<file path="src/rtl/clock_period_meter.sv">
// Measures period and high time of a slow asynchronous clk_in in clk_500 cycles.
// Results are reported over a valid/ack handshake; the counter saturates and is reported as a timeout.
module clock_period_meter #(
   parameter int CNT_W = 16
) (
   input  logic             clk_500,
   input  logic             rst,
   input  logic             clk_in,
   input  logic             start,
   input  logic             ack,
   output logic             busy,
   output logic             valid,
   output logic [CNT_W-1:0] period,
   output logic [CNT_W-1:0] high_time,
   output logic             timeout
);

   localparam logic [2:0] S_IDLE    = 3'd0;
   localparam logic [2:0] S_ARM     = 3'd1;
   localparam logic [2:0] S_WAIT    = 3'd2;
   localparam logic [2:0] S_MEASURE = 3'd3;
   localparam logic [2:0] S_DONE    = 3'd4;

   localparam logic [CNT_W-1:0] CNT_MAX  = {CNT_W{1'b1}};
   localparam logic [CNT_W-1:0] CNT_ZERO = {CNT_W{1'b0}};
   localparam logic [CNT_W-1:0] CNT_ONE  = {{(CNT_W-1){1'b0}}, 1'b1};

   logic             r_sync1;
   logic             r_s;
   logic             r_p;
   logic [2:0]       r_state;
   logic [CNT_W-1:0] r_cnt;
   logic             r_fall_seen;
   logic [CNT_W-1:0] r_period;
   logic [CNT_W-1:0] r_high_time;
   logic             r_timeout;

   logic             w_rise;
   logic             w_fall;
   logic             w_cnt_max;
   logic [CNT_W-1:0] w_cnt_inc;

   assign w_rise    = r_s & ~r_p;
   assign w_fall    = ~r_s & r_p;
   assign w_cnt_max = (r_cnt == CNT_MAX);
   // Saturating increment: the +1 forms of period/high_time also never wrap.
   assign w_cnt_inc = w_cnt_max ? CNT_MAX : (r_cnt + CNT_ONE);

   always_ff @(posedge clk_500) begin
      if (rst) begin
         r_sync1     <= 1'b0;
         r_s         <= 1'b0;
         r_p         <= 1'b0;
         r_state     <= S_IDLE;
         r_cnt       <= CNT_ZERO;
         r_fall_seen <= 1'b0;
         r_period    <= CNT_ZERO;
         r_high_time <= CNT_ZERO;
         r_timeout   <= 1'b0;
      end else begin
         r_sync1 <= clk_in;
         r_s     <= r_sync1;
         r_p     <= r_s;
         case (r_state)
            S_IDLE: begin
               if (start) begin
                  r_state     <= S_ARM;
                  r_cnt       <= CNT_ZERO;
                  r_timeout   <= 1'b0;
                  r_fall_seen <= 1'b0;
               end
            end
            // A level already high at start must drop before any rise is trusted.
            S_ARM: begin
               if (!r_s) begin
                  r_state <= S_WAIT;
                  r_cnt   <= CNT_ZERO;
               end else if (w_cnt_max) begin
                  r_state     <= S_DONE;
                  r_timeout   <= 1'b1;
                  r_period    <= CNT_ZERO;
                  r_high_time <= CNT_ZERO;
               end else begin
                  r_cnt <= w_cnt_inc;
               end
            end
            S_WAIT: begin
               if (w_rise) begin
                  r_state     <= S_MEASURE;
                  r_cnt       <= CNT_ZERO;
                  r_fall_seen <= 1'b0;
               end else if (w_cnt_max) begin
                  r_state     <= S_DONE;
                  r_timeout   <= 1'b1;
                  r_period    <= CNT_ZERO;
                  r_high_time <= CNT_ZERO;
               end else begin
                  r_cnt <= w_cnt_inc;
               end
            end
            S_MEASURE: begin
               r_cnt <= w_cnt_inc;
               if (w_fall) begin
                  r_high_time <= w_cnt_inc;
                  r_fall_seen <= 1'b1;
               end
               if (w_rise) begin
                  r_period <= w_cnt_inc;
                  r_state  <= S_DONE;
               end else if (w_cnt_max) begin
                  r_period  <= CNT_MAX;
                  r_timeout <= 1'b1;
                  r_state   <= S_DONE;
                  if (!r_fall_seen) begin
                     r_high_time <= CNT_MAX;
                  end
               end
            end
            S_DONE: begin
               if (ack) begin
                  r_state <= S_IDLE;
               end
            end
            default: r_state <= S_IDLE;
         endcase
      end
   end

   assign busy      = (r_state == S_ARM) || (r_state == S_WAIT) || (r_state == S_MEASURE);
   assign valid     = (r_state == S_DONE);
   assign period    = r_period;
   assign high_time = r_high_time;
   assign timeout   = r_timeout;

endmodule

</file>
<file path="config.mk">
export PLATFORM = sky130hd
export DESIGN_NAME = clock_period_meter
export DESIGN_NICKNAME = d
export VERILOG_FILES = /design/src/rtl/clock_period_meter.sv
export SDC_FILE = /design/constraint.sdc
export NUM_CORES = 1
export LEC_CHECK = 0
export CAP_MARGIN = 20
export CELL_PAD_IN_SITES_DETAIL_PLACEMENT = 0
export CELL_PAD_IN_SITES_GLOBAL_PLACEMENT = 1
export CORE_ASPECT_RATIO = 1.75
export CORE_MARGIN = 3
export CORE_UTILIZATION = 41
export DETAILED_ROUTE_END_ITERATION = 10
export GPL_ROUTABILITY_DRIVEN = 0
export PLACE_DENSITY_LB_ADDON = 0.1
export SETUP_SLACK_MARGIN = 0.1
export SYNTH_ARGS = -nofsm -noshare
export SYNTH_HDL_FRONTEND = slang
export SYNTH_SLANG_ARGS = --single-unit
</file>
<file path="constraint.sdc">
create_clock -name clk_500 -period 3 [get_ports clk_500]
set_input_delay 0.6 -clock clk_500 [delete_from_list [all_inputs] [get_ports clk_500]]
set_output_delay 0.6 -clock clk_500 [all_outputs]
set_load 0.03 [all_outputs]
</file>
==> impl_metrics.env, run 1 <==
export IMPL_first_iter_violations=150
export IMPL_p_leak_nw=1.370
export IMPL_worst_setup_path_category="register to register"
export IMPL_synth_enable_flop_cells=0
export IMPL_grt_ovfl_total=0
export IMPL_powerDensity_nw_per_um2=460.7
export IMPL_port_buffer_count=39
export IMPL_clkSinkCount=56
export IMPL_synth_compound_area_share_pct=26.21
export IMPL_worst_ep_required_time_ps=3220
export IMPL_maxSlewViolCount=0
export IMPL_fillerInstances=678
export IMPL_holdCritPathClass="register to register"
export IMPL_diodes=0
export IMPL_wl_per_cell_um=18.05
export IMPL_total_via_count_in_the_routed_design=2668
export IMPL_rsz0062_at_grt="no"
export IMPL_globalRouteTotalUtil_pct=21.01
export IMPL_register_area_share_after_synthesis_pct=39.14
export IMPL_totalNegativeSetupSlack_ps=0
export IMPL_worstPathMaxFanout=20
export IMPL_pre_cts_setup_slack_ps=207.1
export IMPL_synthesis_area_per_instance_um2=8.448
export IMPL_synth_top_cell_area_share_pct=39.14
export IMPL_peakVddDrop_v=0.0002991
export IMPL_ff_latch_area_um2=1121
export IMPL_place_detailed_instances=448
export IMPL_setup_viol=0
export IMPL_max_clock_freq_ghz=0.3648
export IMPL_dp_hpwl_um=6058
export IMPL_design_core_area_um2=6636
export IMPL_fin_util_pct=52.87
export IMPL_synth_area_leaders="sky130_fd_sc_hd__dfxtp_1 (39%), sky130_fd_sc_hd__nor2_1 (4.7%), sky130_fd_sc_hd__o21ai_0 (4.2%), sky130_fd_sc_hd__a21oi_1 (3.8%), sky130_fd_sc_hd__nand2_1 (2.9%)"
export IMPL_synthesized_netlist_cell_count=339
export IMPL_synth_xor_area_share_pct=1.835
export IMPL_most_used_cells_in_the_layout_excluding_fill_and_tap_cells="sky130_fd_sc_hd__dfxtp_1 (56), sky130_fd_sc_hd__clkdlybuf4s50_1 (39), sky130_fd_sc_hd__nor2_1 (36)"
export IMPL_cts_htree_levels=2
export IMPL_floorplan_die_area_um2=8064
export IMPL_detailedRoute_firstPassIterationCount=4
export IMPL_cp_cell_sequence="ha_1 -> nand4_4 -> nor4_4 -> inv_2 -> or3_1 -> mux2_2 -> o22ai_1"
export IMPL_floorplan_die_width_um=69.18
export IMPL_most_frequent_standard_cell_in_the_layout_excluding_fill_and_tap_cells="sky130_fd_sc_hd__dfxtp_1"
export IMPL_floorplan_die_height_um=116.6
export IMPL_stdcell_count=456
export IMPL_mappedNetlistArea_um2=2864
export IMPL_post_synth_mux_area_share_pct=1.791
export IMPL_cts_max_path_buffers=2
export IMPL_setup_slack_ps=259.1
export IMPL_largest_area_contributor_in_the_netlist="sky130_fd_sc_hd__dfxtp_1"
export IMPL_fp_row_count=39
export IMPL_finalHoldViolCount=0
export IMPL_capturing_element_type_of_the_critical_path="register"
export IMPL_cts_root_buf="sky130_fd_sc_hd__clkbuf_16"
export IMPL_slew_headroom_pct=44.04
export IMPL_cp_slowest_stage_delay_ps=540
export IMPL_insertion_delay_ps=300
export IMPL_clock_skew_final_ps=10.24
export IMPL_via_count_of_the_first_global_routing_pass=2576
export IMPL_synth_seq_cells=56
export IMPL_cts_made_buffers=5
export IMPL_crit_path_start_kind="register"
export IMPL_maxCapViolCount=0
export IMPL_route_detailed_vias_per_inst=5.851
export IMPL_antenna_violations_before_repair=0
export IMPL_clkTransAtPathRegs_ps=70
export IMPL_ioPinCount=40
export IMPL_layout_area_overhead_vs_synth_pct=22.50
export IMPL_yosys_area_share_adder_pct=0.8737
export IMPL_total_power_w=0.001616
export IMPL_period_needed_ps=2741
export IMPL_tightestPinTransition_ps=835.8
export IMPL_initial_standard_cell_utilization_of_the_core_pct=43.16
export IMPL_crit_slowest_cell="sky130_fd_sc_hd__or3_1"
export IMPL_grt_max_degree=28
export IMPL_post_route_period_util_pct=91.36
export IMPL_synthDistinctLibCells=61
export IMPL_asyncSetResetFlopFracSynth_pct=0
export IMPL_cts_hold_buffers=0
export IMPL_multi_input_gate_area_um2=1607
export IMPL_route_final_wire_length_um=8233
export IMPL_fin_nets=380
export IMPL_final_antenna_net_count=0
export IMPL_run_status="completed"
export IMPL_ys_warnings_count=0
export IMPL_cts_tree="yes"
export IMPL_global_route_wire_length_before_repair_um=13340
export IMPL_postSynthNetCount=346
export IMPL_cp_arrival_ps=2960
export IMPL_drcViolationCount=0
export IMPL_synth_flop_cell="sky130_fd_sc_hd__dfxtp_1"
export IMPL_largest_family_of_logic_cells_by_synthesized_area="compound AO/OA/AOI/OAI gates"
export IMPL_simple_gate_area_share_of_the_yosys_netlist_pct=25.21
export IMPL_proportion_of_layout_cells_with_a_drive_suffix_above_1_pct=9.893
## sequential cells by signal, indices dropped and copies added, names as in the netlist
register and cells:
r_state 3, r_s 1, r_cnt 16, high_time 16
period 16, r_fall_seen 1, r_p 1, r_sync1 1
timeout 1
## cell families (layout without fill, tap and decap cells)
family,Yosys count,after routing
AOI/OAI and AO/OA,108,108
xor gates and xnor gates,6,6
adders and majority gates,2,2
and+or+nand+nor,131,131
buffers and inverters,31,66
muxes,5,5
DFF,56,56
## worst max-delay path, delay by kind of cell (launching register included)
| kind | cells | cell delay, ps |
|---|---|---|
| buffers and inverters | 1 | 210 |
| AND/OR/NAND/NOR | 3 | 1080 |
| AO/OA/AOI/OAI | 1 | 130 |
| adder cells (fa/ha/maj) | 1 | 410 |
| flip-flops | 1 | 510 |
| multiplexers | 1 | 310 |
## what timing repair did
item,CTS,global route
setup buffers,0,0
resized for setup,0,1
setup endpoints to repair,0,10
## synth_stat cells (3+ instances only)
master,n
sky130_fd_sc_hd__dfxtp_1,56
sky130_fd_sc_hd__nor2_1,36
sky130_fd_sc_hd__o21ai_0,24
sky130_fd_sc_hd__a21oi_1,22
sky130_fd_sc_hd__nand2_1,22
sky130_fd_sc_hd__clkbuf_1,15
sky130_fd_sc_hd__nand3_1,14
sky130_fd_sc_hd__nor3_1,12
sky130_fd_sc_hd__a211oi_1,9
sky130_fd_sc_hd__a211o_1,8
sky130_fd_sc_hd__nor2b_1,8
sky130_fd_sc_hd__nand2b_1,7
sky130_fd_sc_hd__o22a_1,7
sky130_fd_sc_hd__a2bb2oi_1,6
sky130_fd_sc_hd__buf_2,5
sky130_fd_sc_hd__inv_1,5
sky130_fd_sc_hd__a22o_1,4
sky130_fd_sc_hd__mux2i_1,4
sky130_fd_sc_hd__nor4_1,4
sky130_fd_sc_hd__or3_1,4
sky130_fd_sc_hd__a21o_1,3
sky130_fd_sc_hd__a31o_2,3
sky130_fd_sc_hd__o31ai_1,3
sky130_fd_sc_hd__xnor2_1,3
sky130_fd_sc_hd__xor2_1,3
## final timing paths
check / start / end / slack, ps / cells past startpoint
worst max-delay path: r_cnt[0] / high_time[15] / 260 / 7
worst min-delay path: r_sync1 / r_s / 450 / 1
worst max register to register: r_cnt[0] / high_time[15] / 260 / 7
worst min register to register: r_sync1 / r_s / 450 / 1
## through the flow
stage | instance area [um2] | hold WS [ps]
6_report | 3508 | 447.3
5_1_grt | 3508 | 464.9
4_1_cts | 3503 | 459.2
3_5_place_dp | 3336 | 444.3
3_3_place_gp | 3336 | 430.0
2_1_floorplan | 2864 | 413.8
## metal layers
layer	share of wire [%]	wire length [um]	vias to the layer above	track usage [%]
li1	-	-	1310	-
met5	0	0	-	0
met3	2.6	211	12	2.842
met1	40	3312	1285	23.12
met2	54	4458	61	39.67
met4	3.0	251	0	9.648
## power breakdown
part / internal [W] / switching [W]
logic: 0.0000607 / 0.0000961
registers: 0.000753 / 0.0000247
clock network: 0.000398 / 0.000284
total: 0.00121 / 0.000405
## final cells by class
cell class                      count  share of cell area (%)
Clock buffer                        6                   3.673
Clock inverter                      2                   1.106
Inverter                            6                  0.6419
Multi-Input combinational cell    252                   45.79
Sequential cell                    56                   31.95
Tap cell                           82                   2.924
Timing Repair Buffer               52                   13.91
(Power assumes the default switching activity.)
==> run 2: changes to the inputs <==
CORE_ASPECT_RATIO = 0.9   (was 1.75)
CORE_UTILIZATION = 42   (was 41)
DONT_BUFFER_PORTS = 1   (was default)
clock period = 2.5 ns   (was 3 ns; I/O delays follow)
==> run 2 against run 1 <==
Utilization fell by 3.4 points; fmax rose by 22%; via count fell by 3.7%; setup slack got worse by 4.1 ps; flip-flop and latch count did not move.
==> impl_metrics.env, run 2 (same netlist as run 1, synthesis figures left out) <==
export IMPL_port_buffer_count=0
export IMPL_crit_buf_inv=2
export IMPL_cts_hold_buffers=0
export IMPL_cts_root_buf="sky130_fd_sc_hd__clkbuf_8"
export IMPL_design_core_area_um2=6351
export IMPL_max_clock_freq_ghz=0.4454
export IMPL_ioPinCount=40
export IMPL_period_needed_ps=2245
export IMPL_cts_max_path_buffers=2
export IMPL_cts_made_buffers=5
export IMPL_hold_worst_slack_ps=236.5
export IMPL_cts_tree="yes"
export IMPL_global_route_wire_length_before_repair_um=12990
export IMPL_first_iter_violations=219
export IMPL_cp_cell_sequence="nand4_4 -> nor4_4 -> inv_4 -> nor4_4 -> nor3b_2 -> buf_4 -> a211o_1"
export IMPL_route_detailed_vias_per_inst=5.974
export IMPL_drcViolationCount=0
export IMPL_final_antenna_net_count=0
export IMPL_clock_skew_final_ps=6.214
export IMPL_crit_slowest_cell="sky130_fd_sc_hd__dfxtp_1"
export IMPL_cpLargestDelayFamily="simple AND/OR/NAND/NOR gates"
export IMPL_wl_per_cell_um=18.60
export IMPL_worst_path_most_repeated_cell="sky130_fd_sc_hd__nor4_4"
export IMPL_antenna_violations_before_repair=0
export IMPL_r2r_worst_path_cells=7
export IMPL_finalHoldViolCount=0
export IMPL_p_leak_nw=1.247
export IMPL_diodes=0
export IMPL_floorplan_die_area_um2=7847
export IMPL_initial_standard_cell_utilization_of_the_core_pct=45.09
export IMPL_totalNegativeSetupSlack_ps=0
export IMPL_setup_viol=0
export IMPL_layout_area_overhead_vs_synth_pct=9.742
export IMPL_via_count_of_the_first_global_routing_pass=2377
export IMPL_post_route_period_util_pct=89.80
export IMPL_insertion_delay_ps=320
export IMPL_maxCapViolCount=0
export IMPL_grt_ovfl_total=0
export IMPL_setup_slack_ps=254.9
export IMPL_tightestPinTransition_ps=617.7
export IMPL_route_final_wire_length_um=7997
export IMPL_maxSlewViolCount=0
export IMPL_clkSinkCount=56
export IMPL_worst_ep_required_time_ps=2710
export IMPL_place_detailed_instances=421
export IMPL_most_used_cells_in_the_layout_excluding_fill_and_tap_cells="sky130_fd_sc_hd__dfxtp_1 (55), sky130_fd_sc_hd__nor2_1 (36), sky130_fd_sc_hd__o21ai_0 (24)"
export IMPL_fp_row_count=27
export IMPL_worst_hold_path_num_cells=1
export IMPL_grt_max_degree=37
export IMPL_total_via_count_in_the_routed_design=2569
export IMPL_cts_htree_levels=2
export IMPL_most_frequent_standard_cell_in_the_layout_excluding_fill_and_tap_cells="sky130_fd_sc_hd__dfxtp_1"
export IMPL_run_status="completed"
export IMPL_worstPathMaxFanout=12
export IMPL_stdcell_count=430
export IMPL_worst_setup_path_category="register to register"
export IMPL_cp_arrival_ps=2460
export IMPL_cp_slowest_stage_delay_ps=500
export IMPL_clkTransAtPathRegs_ps=110
export IMPL_globalRouteTotalUtil_pct=20.88
export IMPL_total_power_w=0.001652
export IMPL_detailedRoute_firstPassIterationCount=5
export IMPL_pre_cts_setup_slack_ps=168.9
export IMPL_floorplan_die_height_um=84.34
export IMPL_proportion_of_layout_cells_with_a_drive_suffix_above_1_pct=14.29
export IMPL_capturing_element_type_of_the_critical_path="register"
export IMPL_rsz0062_at_grt="no"
export IMPL_floorplan_die_width_um=93.05
export IMPL_peakVddDrop_v=0.0001990
export IMPL_dp_hpwl_um=5716
export IMPL_powerDensity_nw_per_um2=525.7
export IMPL_crit_path_start_kind="register"
export IMPL_slew_headroom_pct=58.72
export IMPL_holdCritPathClass="input pin to register"
export IMPL_worst_path_stages=7
export IMPL_fin_nets=349
==> run 2: worst paths after layout <==
| path | from | end | slack, ps |
|---|---|---|---|
| worst min-delay path | rst | r_state[2] | 240 |
| worst min register to register | r_sync1 | r_s | 460 |
| worst max register to register | r_cnt[13] | high_time[14] | 250 |
| worst max-delay path | r_cnt[13] | high_time[14] | 250 |
==> run 2: where the power goes <==
part	switching [W]	internal, W
clock network	0.000329	0.000207
registers	0.0000201	0.000904
logic	0.000118	0.0000748
==> run 2: timing repair <==
action,in CTS,in global routing
endpoints found under the setup margin,0,12
resized for setup,0,5
buffers inserted,0,1
==> run 2: cell type report <==
cell class	instances	area (um2)
clock buffer	5	68.82
clock inverter	3	27.53
fill	636	3208
inverter	6	25.02
multi-input combinational	252	1633
sequential	56	1122
tap	87	108.9
timing repair buffer	21	157.7
==> run 2: worst register-to-register path, stage by stage, from the launching register on <==
cell,delay [ps]
sky130_fd_sc_hd__dfxtp_1,500
sky130_fd_sc_hd__nand4_4,200
sky130_fd_sc_hd__nor4_4,380
sky130_fd_sc_hd__inv_4,150
sky130_fd_sc_hd__nor4_4,320
sky130_fd_sc_hd__nor3b_2,100
sky130_fd_sc_hd__buf_4,190
sky130_fd_sc_hd__a211o_1,300
==> run 2: layer usage <==
metal / GRT usage (%) / wire, um / up-vias
li1: - / - / 1258
met1: 31.03 / 3949 / 1213
met2: 31.39 / 3508 / 93
met3: 3.674 / 475 / 5
met4: 4.794 / 64 / 0
met5: 0 / 0 / -
==> run 2: metrics by stage <==
stage | area (um2) | utilization, %
global route | 3143 | 49.49
detailed placement | 3017 | 47.50
CTS | 3113 | 49.02
finish | 3143 | 49.49
floorplan | 2877 | -
global placement | 3017 | 47.50
